===== src/rtl/prog_loader.sv =====
`timescale 1ns/1ps
// prog_loader: assembles 16-bit program words (high byte first) from a byte stream
// and writes them into a 32x16 CPU memory, holding the CPU off (wm) while loading.
module prog_loader #(
  parameter int unsigned TIMEOUT = 255
) (
  input  logic        cpuClk,
  input  logic        cpuRst,
  input  logic        start,
  input  logic [5:0]  wordCount,
  input  logic [7:0]  inData,
  input  logic        inValid,
  output logic        inReady,
  output logic        memWe,
  output logic [4:0]  memAddr,
  output logic [15:0] memData,
  output logic        wm,
  output logic        loadDone,
  output logic        loadErr
);

  localparam int unsigned IdleW = (TIMEOUT < 1) ? 1 : $clog2(TIMEOUT + 1);
  localparam logic [IdleW-1:0] IdleMax = IdleW'(TIMEOUT);

  typedef enum logic [2:0] {IDLE, HI, LO, WRITE, DONE, ERR} state_e;

  state_e           state_q, state_d;
  logic [4:0]       addr_q, addr_d;
  logic [5:0]       count_q, count_d;
  logic [7:0]       hi_q, hi_d;
  logic [7:0]       lo_q, lo_d;
  logic [IdleW-1:0] idle_q, idle_d;
  logic             ready_q, we_q, wm_q, done_q, err_q;

  // Next-state and datapath update
  always_comb begin
    state_d = state_q;
    addr_d  = addr_q;
    count_d = count_q;
    hi_d    = hi_q;
    lo_d    = lo_q;
    idle_d  = idle_q;
    unique case (state_q)
      IDLE, DONE, ERR: begin
        if (start) begin
          addr_d  = '0;
          idle_d  = '0;
          count_d = (wordCount > 6'd32) ? 6'd32 : wordCount;
          state_d = (wordCount == 6'd0) ? DONE : HI;
        end
      end
      HI, LO: begin
        if (inValid) begin
          idle_d = '0;
          if (state_q == HI) begin
            hi_d    = inData;
            state_d = LO;
          end else begin
            lo_d    = inData;
            state_d = WRITE;
          end
        end else if (idle_q == IdleMax) begin
          state_d = ERR;
        end else begin
          idle_d = idle_q + IdleW'(1);
        end
      end
      WRITE: begin
        if (({1'b0, addr_q} + 6'd1) == count_q) begin
          state_d = DONE;
        end else begin
          addr_d  = addr_q + 5'd1;
          idle_d  = '0;
          state_d = HI;
        end
      end
      default: state_d = IDLE;
    endcase
  end

  // State, datapath and registered output flags decoded from the next state
  always_ff @(posedge cpuClk or posedge cpuRst) begin
    if (cpuRst) begin
      state_q <= IDLE;
      addr_q  <= '0;
      count_q <= '0;
      hi_q    <= '0;
      lo_q    <= '0;
      idle_q  <= '0;
      ready_q <= 1'b0;
      we_q    <= 1'b0;
      wm_q    <= 1'b0;
      done_q  <= 1'b0;
      err_q   <= 1'b0;
    end else begin
      state_q <= state_d;
      addr_q  <= addr_d;
      count_q <= count_d;
      hi_q    <= hi_d;
      lo_q    <= lo_d;
      idle_q  <= idle_d;
      ready_q <= (state_d == HI) || (state_d == LO);
      we_q    <= (state_d == WRITE);
      wm_q    <= (state_d == HI) || (state_d == LO) || (state_d == WRITE);
      done_q  <= (state_d == DONE);
      err_q   <= (state_d == ERR);
    end
  end

  assign inReady  = ready_q;
  assign memWe    = we_q;
  assign memAddr  = addr_q;
  assign memData  = {hi_q, lo_q};
  assign wm       = wm_q;
  assign loadDone = done_q;
  assign loadErr  = err_q;

endmodule


===== config.mk =====
export PLATFORM = sky130hd
export DESIGN_NAME = prog_loader
export DESIGN_NICKNAME = d
export VERILOG_FILES = /design/src/rtl/prog_loader.sv
export SDC_FILE = /design/constraint.sdc
export NUM_CORES = 1
export LEC_CHECK = 0
export BUFFER_PORTS_ARGS = -buffer_cell sky130_fd_sc_hd__buf_2
export CAP_MARGIN = 20
export CORE_ASPECT_RATIO = 1.5
export CORE_MARGIN = 3
export CORE_UTILIZATION = 58
export DETAILED_ROUTE_END_ITERATION = 16
export HOLD_SLACK_MARGIN = 0.1
export PLACE_DENSITY_LB_ADDON = 0.25
export SLEW_MARGIN = 10
export SYNTH_ARGS = -nofsm -noshare
export SYNTH_HDL_FRONTEND = slang
export SYNTH_SLANG_ARGS = --single-unit
export TNS_END_PERCENT = 5

===== constraint.sdc =====
create_clock -name cpuClk -period 5.4 [get_ports cpuClk]
set_input_delay 0.54 -clock cpuClk [delete_from_list [all_inputs] [get_ports cpuClk]]
set_output_delay 0.54 -clock cpuClk [all_outputs]
set_load 0.01 [all_outputs]

==> results of run 1 <==
[power by group]
group          internal [mW]  switching [mW]
Combinational          0.271           0.293
Sequential             0.446          0.0963
Clock                 0.0858           0.102
[cells by family (layout without fill, tap and decap cells)]
| logic type | Yosys count | count (layout) | synth area share [%] |
|---|---|---|---|
| flip-flops | 43 | 43 | 50.3 |
| AO/OA/AOI/OAI | 39 | 39 | 11.9 |
| AND/OR/NAND/NOR | 64 | 64 | 16.0 |
| multiplexers | 23 | 23 | 11.8 |
| adder cells (fa/ha/maj) | 2 | 2 | 1.17 |
| buffers and inverters | 17 | 59 | 4.15 |
| XOR/XNOR | 10 | 10 | 4.74 |
[worst max path at each step]
stage,end,start,depth (start not counted)
2_1_floorplan,loadDone,memAddr[0],7
3_3_place_gp,loadErr,inValid,5
3_5_place_dp,loadErr,inValid,5
4_1_cts,loadErr,state_q[1],5
5_1_grt,loadErr,memAddr[0],6
6_report,loadErr,memAddr[0],6
[cell type report]
class | count | area, sq um | area share [%]
Timing Repair Buffer | 45 | 228 | 9.32
Clock inverter | 1 | 7.51 | 0.307
Inverter | 8 | 30.0 | 1.23
Multi-Input combinational cell | 138 | 980 | 40.1
Tap cell | 42 | 52.6 | 2.15
Sequential cell | 43 | 1080 | 44.1
Clock buffer | 5 | 68.8 | 2.82
[worst min-delay path, cell delays in order]
cell	delay, ns
sky130_fd_sc_hd__buf_2	0.09
sky130_fd_sc_hd__inv_1	0.04
sky130_fd_sc_hd__buf_4	0.44
[through the flow]
step / total power, mW / hold WS (ns) / std cells / area [sq um] / utilization [%]
final: 1.29 / 0.366 / 282 / 2440 / 70.2
after CTS: 1.30 / 0.379 / 281 / 2440 / 70.0
after detailed placement: 1.11 / 0.490 / 275 / 2360 / 67.8
after floorplan: 0.962 / 0.461 / 198 / 2140 / -
after global placement: 1.10 / 0.478 / 275 / 2360 / 67.8
after global routing: 1.39 / 0.414 / 282 / 2440 / 70.2
[layout by cell type (no fill, tap or decap), drive strengths merged, types with 5 or more instances in the layout]
master / Yosys / final
buf: 5 / 44
dfrtp: 43 / 43
mux2: 17 / 17
nand2: 21 / 21
nand3: 7 / 7
xor2: 5 / 5
a21oi: 14 / 14
mux2i: 6 / 6
nor2: 9 / 9
o21ai: 12 / 12
nand2b: 7 / 7
clkbuf: 4 / 6
inv: 8 / 8
[flip-flops by register name, indices dropped and copies added (netlist names), 3 cells and up]
signal	flops
count_q	6
hi_q	8
memAddr	5
idle_q	8
state_q	3
lo_q	8
[metal layers]
layer,part of all wire [%],GRT usage [%],wire [um],vias up
met2,51,33.6,2030,43
li1,-,-,-,773
met4,2.9,11.7,118,0
met3,4.8,4.82,194,12
met1,41,21.7,1660,749
met5,0,0,0,-
==> flow_results.org, run 1 <==
** Synth
- By area the synthesized netlist is led by sky130_fd_sc_hd__dfrtp_1 (50%), sky130_fd_sc_hd__mux2_2 (9.0%), sky130_fd_sc_hd__nand2_1 (3.7%).
- After synthesis, the share of flip-flops with an asynchronous set or reset is 100%.
- Area of the mapped netlist :: 0.00214 sq mm
- Top cell type by total area after synthesis :: sky130_fd_sc_hd__dfrtp_1
- The synthesized design contains 0 enable-type register cells.
- After synthesis, the largest area contributor takes up 50.3% of total cell area.
- The synthesized netlist contains 46 unique library cells.
- Net count of the mapped netlist :: 218
- The Yosys step of the flow raised 0 warnings.
- Ranked by instance count, the synthesized netlist is headed by sky130_fd_sc_hd__dfrtp_1 (43), sky130_fd_sc_hd__nand2_1 (21), sky130_fd_sc_hd__mux2_2 (17).
- For this run, the register share of the synthesized area comes to 50.3%.
- Most repeated cell in the gate-level netlist after synthesis :: sky130_fd_sc_hd__dfrtp_1
- Instance count of the mapped netlist :: 198
- Average size of a mapped cell :: 10.8 sq um
- Most used DFF post-synth :: sky130_fd_sc_hd__dfrtp_1
- After synthesis the netlist holds a flip-flop and latch count of 43.

** Drt
- Vias per inst :: 5.59
- After detailed routing, the average wire length per cell comes to 14.2 um.
- Number of violations reported at the end of detailed-routing iteration 0 :: 36
- Routed Antenna Nets :: 0
- Wire length after detailed routing :: 4.00 mm
- For this run, the detailed router's first-pass iteration total came to 4.
- For this run, design rule violations remaining after detail routing come to 0.
- Detailed routing inserted a total of 1577 vias.

** Setup path
- Worst reg2reg setup slack :: 3.24 ns
- Critical Path Sink Type :: flip-flop
- The critical path goes through ha_1 > xnor3_1 > nand4bb_2 > a2111oi_2 > or3_1 > a21boi_4.
- CP startpoint kind :: flip-flop
- Cell family with the largest share of critical-path delay :: compound AO/OA/AOI/OAI gates
- Reg-to-reg critical path startpoint :: memAddr[0]
- Cells on worst reg2reg path :: 6
- Highest cell delay on the worst timing path :: 0.45 ns
- Number of buffer and inverter stages on the critical path :: 0
- Data on the critical path arrives at its endpoint at 2.39 ns.
- Crit-path slowest cell :: sky130_fd_sc_hd__dfrtp_1
- Critical path class :: flip-flop to flip-flop
- The worst register-to-register path ends at loadErr.
- Along the worst path, the maximum fanout reaches 7.
- CP required :: 5.63 ns

** Floorplan
- In this run the horizontal extent of the chip is 55.6 um.
- Standard-cell row count :: 26
- 44 I/O pins were placed.
- Die outline height :: 80.4 um
- The die covers 0.00447 sq mm.
- The initial utilization of the core area, before any placement, comes to 61.4%.
- The core region is 0.00348 sq mm.

** Final layout
- The repair_antennas step left the layout with diodes totalling 0.
- The post-route netlist has 32.9% of its cells at a drive strength greater than 1.
- Total of fill cells in the finished design :: 265
- Synthesis-to-layout area growth :: 14.2%
- Nets :: 261

** Timing
- Final hold violation count :: 0
- Setup violations remaining at the end of the flow were counted as 0.
- Top achievable clock speed :: 462 MHz
- Final period utilization :: 40.0%
- Setup repair after global routing left no endpoint under its margin.
- Worst max-slew margin expressed relative to the limit :: 26.2%
- Worst Skew :: 0.0113 ns
- For the pin with the worst max-slew slack, the measured transition is 1.10 ns.
- The number of max-slew violations in the final report came to 0.
- Shortest clock period the worst path allows after layout :: 2.16 ns
- Min setup slack post-route :: 3.24 ns
- Setup TNS after final layout :: 0 ns

** Global routing
- Entering global routing, the biggest net connects 44 pins.
- The first global-routing pass estimated 6.84 mm of wire.
- Global routing used 19.6% of the available tracks.
- Total congestion overflow after global routing :: 0
- Initial antenna violation count :: 0
- The via count of the first global-routing pass was 1617.

** Hold path
- The worst hold path belongs to the class input pin to async pin.

** Clocking
- After clock tree synthesis, the clock-pin slew on the worst setup and hold paths is 0.08 ns.
- Insertion delay of the later-clocked pin in the worst-skew pair :: 0.29 ns
- Post-CTS setup buffer count :: 0
- In this run, post-CTS repair resized a total of 0 instances.
- Cell chosen for the clock root :: sky130_fd_sc_hd__clkbuf_8
- For this design, the sink count on the clock tree is 43.
- The H-tree was split into 2 levels.
- Hold buffer count at CTS :: 0
- Number of CTS-inserted buffers :: 5
- In this run the deepest clock path goes through 2 buffers.
- Clock tree from TritonCTS :: done

** Power
- For this design the static power due to leakage is 1.14 nW.
- In this run the power density over the cells is 529 mW/mm^2.
- VDD sags by at most 0.000358 V.

** Outcome
- Run status :: finished clean

** Job
- Count of max-cap constraint violations :: 0

** Place
- During placement, the flow inserted port buffers numbering 43.
- Routability congestion estimate :: 0.864
- OpenSTA, run right after detailed placement, puts the worst setup slack at 3.07 ns.
- Detailed placement HPWL :: 2.96 mm
(Power assumes the default switching activity.)
==> inputs of run 2 (changes only) <==
Settings changed: CORE_UTILIZATION 58 to 54.
Clock period 5.4 ns to 2.2 ns, I/O delays scaled along.
==> run 2 against run 1 <==
Critical path depth did not move. Largest cell class unchanged. Non-clock buffer count is 5 higher. Total power rose to 2.5 times the previous value. Combinational power rose to 2.6 times the previous value. Global-route usage grew 0.51 points. Critical path type unchanged. Register-to-register slack worse by 3.1 ns.
==> flow_results.org, run 2 (synthesized netlist as in run 1, its figures left out) <==
** Floorplan
- Standard-cell row count :: 27 (+3.8%)
- The vertical extent of the die was 83.1 um (+3.4%).
- Die footprint :: 0.00477 sq mm (+6.7%)
- The starting utilization of the core area came to 57.0% (-4.4 points).
- The area inside the core boundary is 0.00375 sq mm (+7.7%).
- The horizontal die dimension is 57.4 um (+3.2%).
- Top-Level Pins :: 44 (unchanged)

** Timing
- The number of max-slew violations in the final report came to 0 (unchanged).
- Setup repair after global routing missed its margin :: false
- The count of final hold-check violations is 0 (unchanged).
- The worst-case headroom to the max-slew limit is 65.1% (+39 points).
- Transition time at the pin with the least slew margin :: 0.524 ns (-0.580 ns)
- The sum of negative setup slack was 0 ns (unchanged).
- The number of setup violations in the final report was 0 (unchanged).
- The achievable clock frequency came to 486 MHz (+5.0%).
- The time the final worst path needs with I/O delays and setup is 2.06 ns (-0.103 ns).
- Worst Skew :: 0.00441 ns (-0.00692 ns)
- Final period utilization :: 93.6% (+54 points)
- Worst hold margin :: 0.168 ns (-0.198 ns)

** Clocking
- TritonCTS built the clock tree.
- Number of buffers on the longest clock path :: 2 (unchanged)
- The clock transition at the registers of the reported paths was 0.08 ns (about the same).
- Number of H-tree levels :: 2 (unchanged)
- The number of buffers inserted during clock tree synthesis was 5 (unchanged).
- Cell chosen for the clock root :: sky130_fd_sc_hd__clkbuf_8
- The clock sink total came to 43 (unchanged).
- The clock network latency to the later pin of the worst-skew pair was 0.29 ns (about the same).

** Drt
- Wire length after detailed routing :: 4.27 mm (+6.7%)
- Number of iterations in the first detailed-routing pass :: 4 (unchanged)
- Routed len/inst :: 14.7 um (+3.8%)
- Vias per inst :: 5.49 (-1.8%)
- The DRC marker count from the first detailed-route iteration is 59 (+64%).
- The routed via count was 1593 (+1.0%).
- The remaining routing DRC violations was 0 (unchanged).
- Routed Antenna Nets :: 0 (unchanged)

** Final layout
- Commonest non-fill, non-tap cells in the layout :: sky130_fd_sc_hd__dfrtp_1 (43), sky130_fd_sc_hd__buf_2 (43), sky130_fd_sc_hd__nand2_1 (21), sky130_fd_sc_hd__mux2_2 (17), sky130_fd_sc_hd__a21oi_1 (14)
- Antenna diode count :: 0 (unchanged)
- From synthesis to final layout, the design area changed by 16.9%.
- Nets :: 266 (+1.9%)
- The number of fill cells in the layout was 323 (+22%).
- Top Registers :: hi_q (8), idle_q (8), lo_q (8)
- Proportion of layout cells with a drive suffix above 1 :: 34.4% (+1.5 points)

** Global routing
- GRT Resource Usage Total :: 20.1% (+0.51 points)
- Via count of the first global-routing pass :: 1673 (+3.5%)
- Largest net degree at the start of global routing :: 44 (unchanged)
- Wire length of the first global-routing pass :: 7.56 mm (+11%)
- The initial antenna violation count is 0 (unchanged).
- The global-route congestion overflow total was 0 (unchanged).

** Job
- Count of max-cap constraint violations :: 0 (unchanged)

** Power
- Pwr dens :: 1310 mW/mm^2 (+150%)
- The maximum ir drop on the vdd rail came to 0.000790 V (+120%).
- Total leakage power :: 1.18 nW (+2.8%)

** Setup path
- Arrival time worst endpoint :: 2.28 ns (-0.11 ns)
- Worst reg2reg setup slack :: 0.14 ns (-3.10 ns)
- The worst setup path is captured at a flip-flop.
- CP required :: 2.43 ns (-3.20 ns)
- Highest net fanout along the worst path :: 5 (-2)
- The critical path is of the flip-flop to flip-flop type.
- The worst setup path is launched from a flip-flop.

** Place
- The final RePlAce weighted congestion is 0.803 (-7.1%).
- Detailed placement HPWL :: 3.20 mm (+8.4%)
- Number of port buffers :: 43 (unchanged)

** Outcome
- The run finished with clean final reports.

** Hold path
- The worst hold path belongs to the class input pin to flip-flop.
==> run 2: changes by cell type in the layout (fill, tap and decap cells not counted), sizes merged <==
cell / change
buf: +5
dlygate4sd3: +1
clkinv: +1
==> run 2: area by class of cell <==
cell class	instances	area, sq um	share of cell area (%)
timing repair buffer	50	270	10.8
clock buffer	6	72.6	2.90
tap	43	53.8	2.15
multi-input combinational	138	985	39.4
clock inverter	2	12.5	0.501
inverter	8	30.0	1.20
sequential	43	1080	43.0
==> run 2: path summary, 6_finish.rpt <==
path,depth (start not counted),startpoint,endpoint
min,2,inData[2],lo_q[2]
max in group asynchronous,4,cpuRst,lo_q[3]
min reg2reg,1,hi_q[2],hi_q[2]
max reg2reg,6,memAddr[1],loadErr
max,6,memAddr[1],loadErr
min in group asynchronous,4,cpuRst,memAddr[4]
==> run 2: routing by layer <==
layer	wire (um)	global-route usage (%)	vias up
met5	0	0	-
met3	191	4.82	7
met2	2270	34.4	43
li1	-	-	794
met1	1750	23.5	749
met4	58	8.02	0
==> run 2: timing repair <==
item,4_1_cts,5_1_grt
endpoints found under the setup margin,0,3
hold buffers,1,0
setup buffers,0,0
gates resized for setup,0,1
endpoints found under the hold margin,43,0
==> run 2: power by group <==
part           internal, mW  switching (mW)
Sequential             1.09           0.232
Combinational         0.714           0.752
Clock                 0.222           0.264
==> run 2: stage by stage <==
step                      worst slack (ns)  instances  util (%)  total power [mW]  area (sq um)
after global placement               0.226        281      64.0              2.76          2400
final                                0.141        290      66.7              3.28          2500
after global routing               0.00337        290      66.7              3.53          2500
after CTS                            0.125        290      66.5              3.31          2490
after detailed placement             0.137        281      64.0              2.81          2400
after floorplan                      0.238        198         -              2.36          2140
==> run 2: worst max-delay path: stages (launching register included) <==
cell                        delay (ns)
sky130_fd_sc_hd__dfrtp_1          0.42
sky130_fd_sc_hd__ha_1             0.23
sky130_fd_sc_hd__xnor3_1          0.42
sky130_fd_sc_hd__nand4bb_2        0.12
sky130_fd_sc_hd__a2111oi_2        0.33
sky130_fd_sc_hd__or3_1            0.28
sky130_fd_sc_hd__a21boi_4         0.20
==> inputs of run 3 (changes only) <==
Settings changed: BUFFER_PORTS_ARGS -buffer_cell sky130_fd_sc_hd__buf_2 to default, CORE_UTILIZATION 54 to 62, DONT_BUFFER_PORTS from default to 1.
==> run 3 against run 2 <==
Critical path depth down 1. Count of clock-buffer cells in the layout unchanged. Die area down 12%. Sequential power up 11%. Fmax down 0.20%. Final area down 0.85%. Cell count down 11%. Global-route usage up 5.4 points. Critical endpoint is now idle_q[3]. Largest cell class unchanged. Highest routed layer unchanged.
==> flow_results.org, run 3 (synthesized netlist as in run 1, its figures left out) <==
** Outcome
- The run finished with clean final reports.

** Setup path
- Reg-to-reg critical path startpoint :: memAddr[0]
- The critical path starts at memAddr[0].
- Arrival time worst endpoint :: 2.21 ns (-0.07 ns)
- CP startpoint kind :: flip-flop
- Highest net fanout along the worst path :: 6 (+1)
- The required time of the critical path was 2.35 ns (-0.08 ns).
- The critical path is of the flip-flop to flip-flop type.
- Critical Path Sink Type :: flip-flop

** Global routing
- The global-route total usage across every layer came to 25.5% (+5.4 points).
- Initial antenna violation count :: 0 (unchanged)
- Largest net degree at the start of global routing :: 44 (unchanged)
- Via count of the first global-routing pass :: 1713 (+2.4%)
- The global-route wire length before repair came to 7.78 mm (+2.9%).
- Total congestion overflow after global routing :: 0 (unchanged)

** Drt
- The remaining routing DRC violations came to 0 (unchanged).
- The number of iterations in the first detailed-routing pass was 4 (unchanged).
- Met2 Wirelength :: 2.56 mm (+12%)
- Routed Antenna Nets :: 0 (unchanged)
- Vias per inst :: 6.10 (+11%)
- The highest layer touched by signal routing is met4.
- Met1 Routed Length :: 1.66 mm (-5.2%)
- The DRC marker count from the first detailed-route iteration came to 34 (-42%).
- The routed via count came to 1580 (-0.82%).
- WL met3 :: 324 um (+70%)
- The aggregate routed wire length was 4.68 mm (+9.5%).
- The wire length per cell after detailed routing came to 18.1 um (+23%).

** Power
- The share of total power in sequential cells is 43.6% (+3.1 points).
- Maximum ir drop on the vdd rail :: 0.000962 V (+22%)
- Pwr dens :: 1360 mW/mm^2 (+3.9%)
- The leakage component of the power came to 1.08 nW (-7.9%).
- The switching part of the total power is 37.1% (-1.0 points).
- Part of the power in the clock network :: 21.2% (+6.4 points)
- The net load switching power came to 1.25 mW (+0.23%).
- Power Total :: 3.37 mW (+3.0%)
- The relative contribution of combinational cells to total power is 35.2% (-9.5 points).
- The internal power summed over all cells came to 2.12 mW (+4.7%).

** Final layout
- The antenna diode instance count is 0 (unchanged).
- The multi-input combinational cell area is 985 sq um (unchanged).
- The final-stage net count was 238 (-11%).
- Leaving out fill and tap cells, the most frequent cell in the layout is sky130_fd_sc_hd__dfrtp_1.
- Proportion of layout cells with a drive suffix above 1 :: 19.2% (-15 points)
- Commonest non-fill, non-tap cells in the layout :: sky130_fd_sc_hd__dfrtp_1 (43), sky130_fd_sc_hd__nand2_1 (21), sky130_fd_sc_hd__mux2_2 (17), sky130_fd_sc_hd__dlygate4sd3_1 (16), sky130_fd_sc_hd__a21oi_1 (14)
- Synthesis-to-layout area growth :: 15.9%
- The largest registers in the layout are hi_q (8), idle_q (8), lo_q (8).
- The area used by sequential logic in the layout was 0.00108 sq mm (unchanged).
- Total of fill cells in the finished design :: 187 (-42%)

** Timing
- The post-route fraction of the period consumed by the critical path was 93.8% (+0.19 points).
- The final hold slack was 0.122 ns (-0.0461 ns).
- The slew at the pin closest to its max-slew limit is 0.598 ns (+0.0740 ns).
- Worst max-slew margin expressed relative to the limit :: 60.0% (-5.1 points)
- The sum of negative setup slack is 0 ns (unchanged).
- Worst Skew :: 0.00753 ns (+0.00312 ns)
- Shortest clock period the worst path allows after layout :: 2.06 ns (+0.00408 ns)
- Number of slew-limit violations in the final report :: 0 (unchanged)
- The count of final hold-check violations came to 0 (unchanged).
- Top achievable clock speed :: 485 MHz (-0.20%)
- Setup repair after global routing left no endpoint under its margin.
- The number of setup violations in the final report is 0 (unchanged).

** Floorplan
- Die outline height :: 77.9 um (-6.2%)
- Standard-cell row count :: 25 (-7.4%)
- The starting utilization of the core area was 66.4% (+9.3 points).
- The horizontal die dimension is 54.0 um (-6.0%).
- The area inside the core boundary is 0.00322 sq mm (-14%).
- The I/O pin count came to 44 (unchanged).
- Die footprint :: 0.00420 sq mm (-12%)

** Hold path
- Worst min-delay path class :: input pin to flip-flop
- Hold Crit Start :: wordCount[5]

** Place
- Detailed placement HPWL :: 3.18 mm (-0.64%)
- Routability congestion estimate :: 0.851 (+6.0%)
- Number of port buffers :: 0 (-100%)

** Clocking
- Insertion delay of the later-clocked pin in the worst-skew pair :: 0.29 ns (about the same)
- Number of CTS-inserted buffers :: 5 (unchanged)
- The clock sink total is 43 (unchanged).
- The level count of the clock H-tree is 2 (unchanged).
- Cell chosen for the clock root :: sky130_fd_sc_hd__clkbuf_8
- The number of buffers on the longest clock path came to 2 (unchanged).
- Clock tree from TritonCTS :: done
- Clock transition at the registers of the reported paths :: 0.08 ns (about the same)

** Job
- The count of max-cap constraint violations was 0 (unchanged).
[run 3: timing repair]
| action | CTS | global route |
|---|---|---|
| endpoints found under the setup margin | 0 | 1 |
| hold endpoints to repair | 65 | 1 |
| setup buffers | 0 | 0 |
| hold buffers | 15 | 1 |
| gates resized for setup | 0 | 1 |
[run 3: per-stage QoR]
stage / util (%) / instances / worst slack [ns] / area [sq um]
after global routing: 76.9 / 259 / 0.0155 / 2480
final: 76.9 / 259 / 0.137 / 2480
after global placement: 67.7 / 235 / 0.293 / 2180
after floorplan: - / 198 / 0.238 / 2140
after detailed placement: 67.7 / 235 / 0.166 / 2180
after CTS: 76.5 / 258 / 0.146 / 2460
[run 3: power by group through the flow]
stage	Clock, mW	Sequential (mW)	Combinational (mW)
CTS	0.729	1.47	1.17
global placement	0	1.47	1.07
global route	0.761	1.51	1.31
floorplan	0	1.38	0.981
detailed placement	0	1.48	1.13
finish	0.715	1.47	1.19
[run 3: final cells by class]
class,count,share of cell area [%]
sequential,43,43.4
multi-input combinational,138,39.7
timing repair buffer,22,8.28
clock buffer,6,2.93
clock inverter,2,2.42
tap,40,2.02
inverter,8,1.21
[run 3: path summary, 6_finish.rpt]
kind	endpoint	slack, ns	cells past startpoint
max	idle_q[3]	0.14	5
min	count_q[0]	0.12	2
max reg2reg	idle_q[3]	0.14	5
min reg2reg	count_q[0]	0.53	2
max in group asynchronous	inReady	1.33	3
min in group asynchronous	hi_q[1]	0.50	3
[run 3: layer usage]
| layer | GRT usage (%) | vias to the layer above |
|---|---|---|
| li1 | - | 730 |
| met1 | 28.4 | 769 |
| met2 | 42.2 | 65 |
| met3 | 8.06 | 16 |
| met4 | 12.0 | 0 |
| met5 | 0 | - |
[run 3: worst max-delay path, stage by stage, from the launching register on]
cell,delay [ns]
sky130_fd_sc_hd__dfrtp_1,0.41
sky130_fd_sc_hd__ha_1,0.24
sky130_fd_sc_hd__xnor3_1,0.40
sky130_fd_sc_hd__nor3b_2,0.19
sky130_fd_sc_hd__a31oi_1,0.50
sky130_fd_sc_hd__a31oi_1,0.18
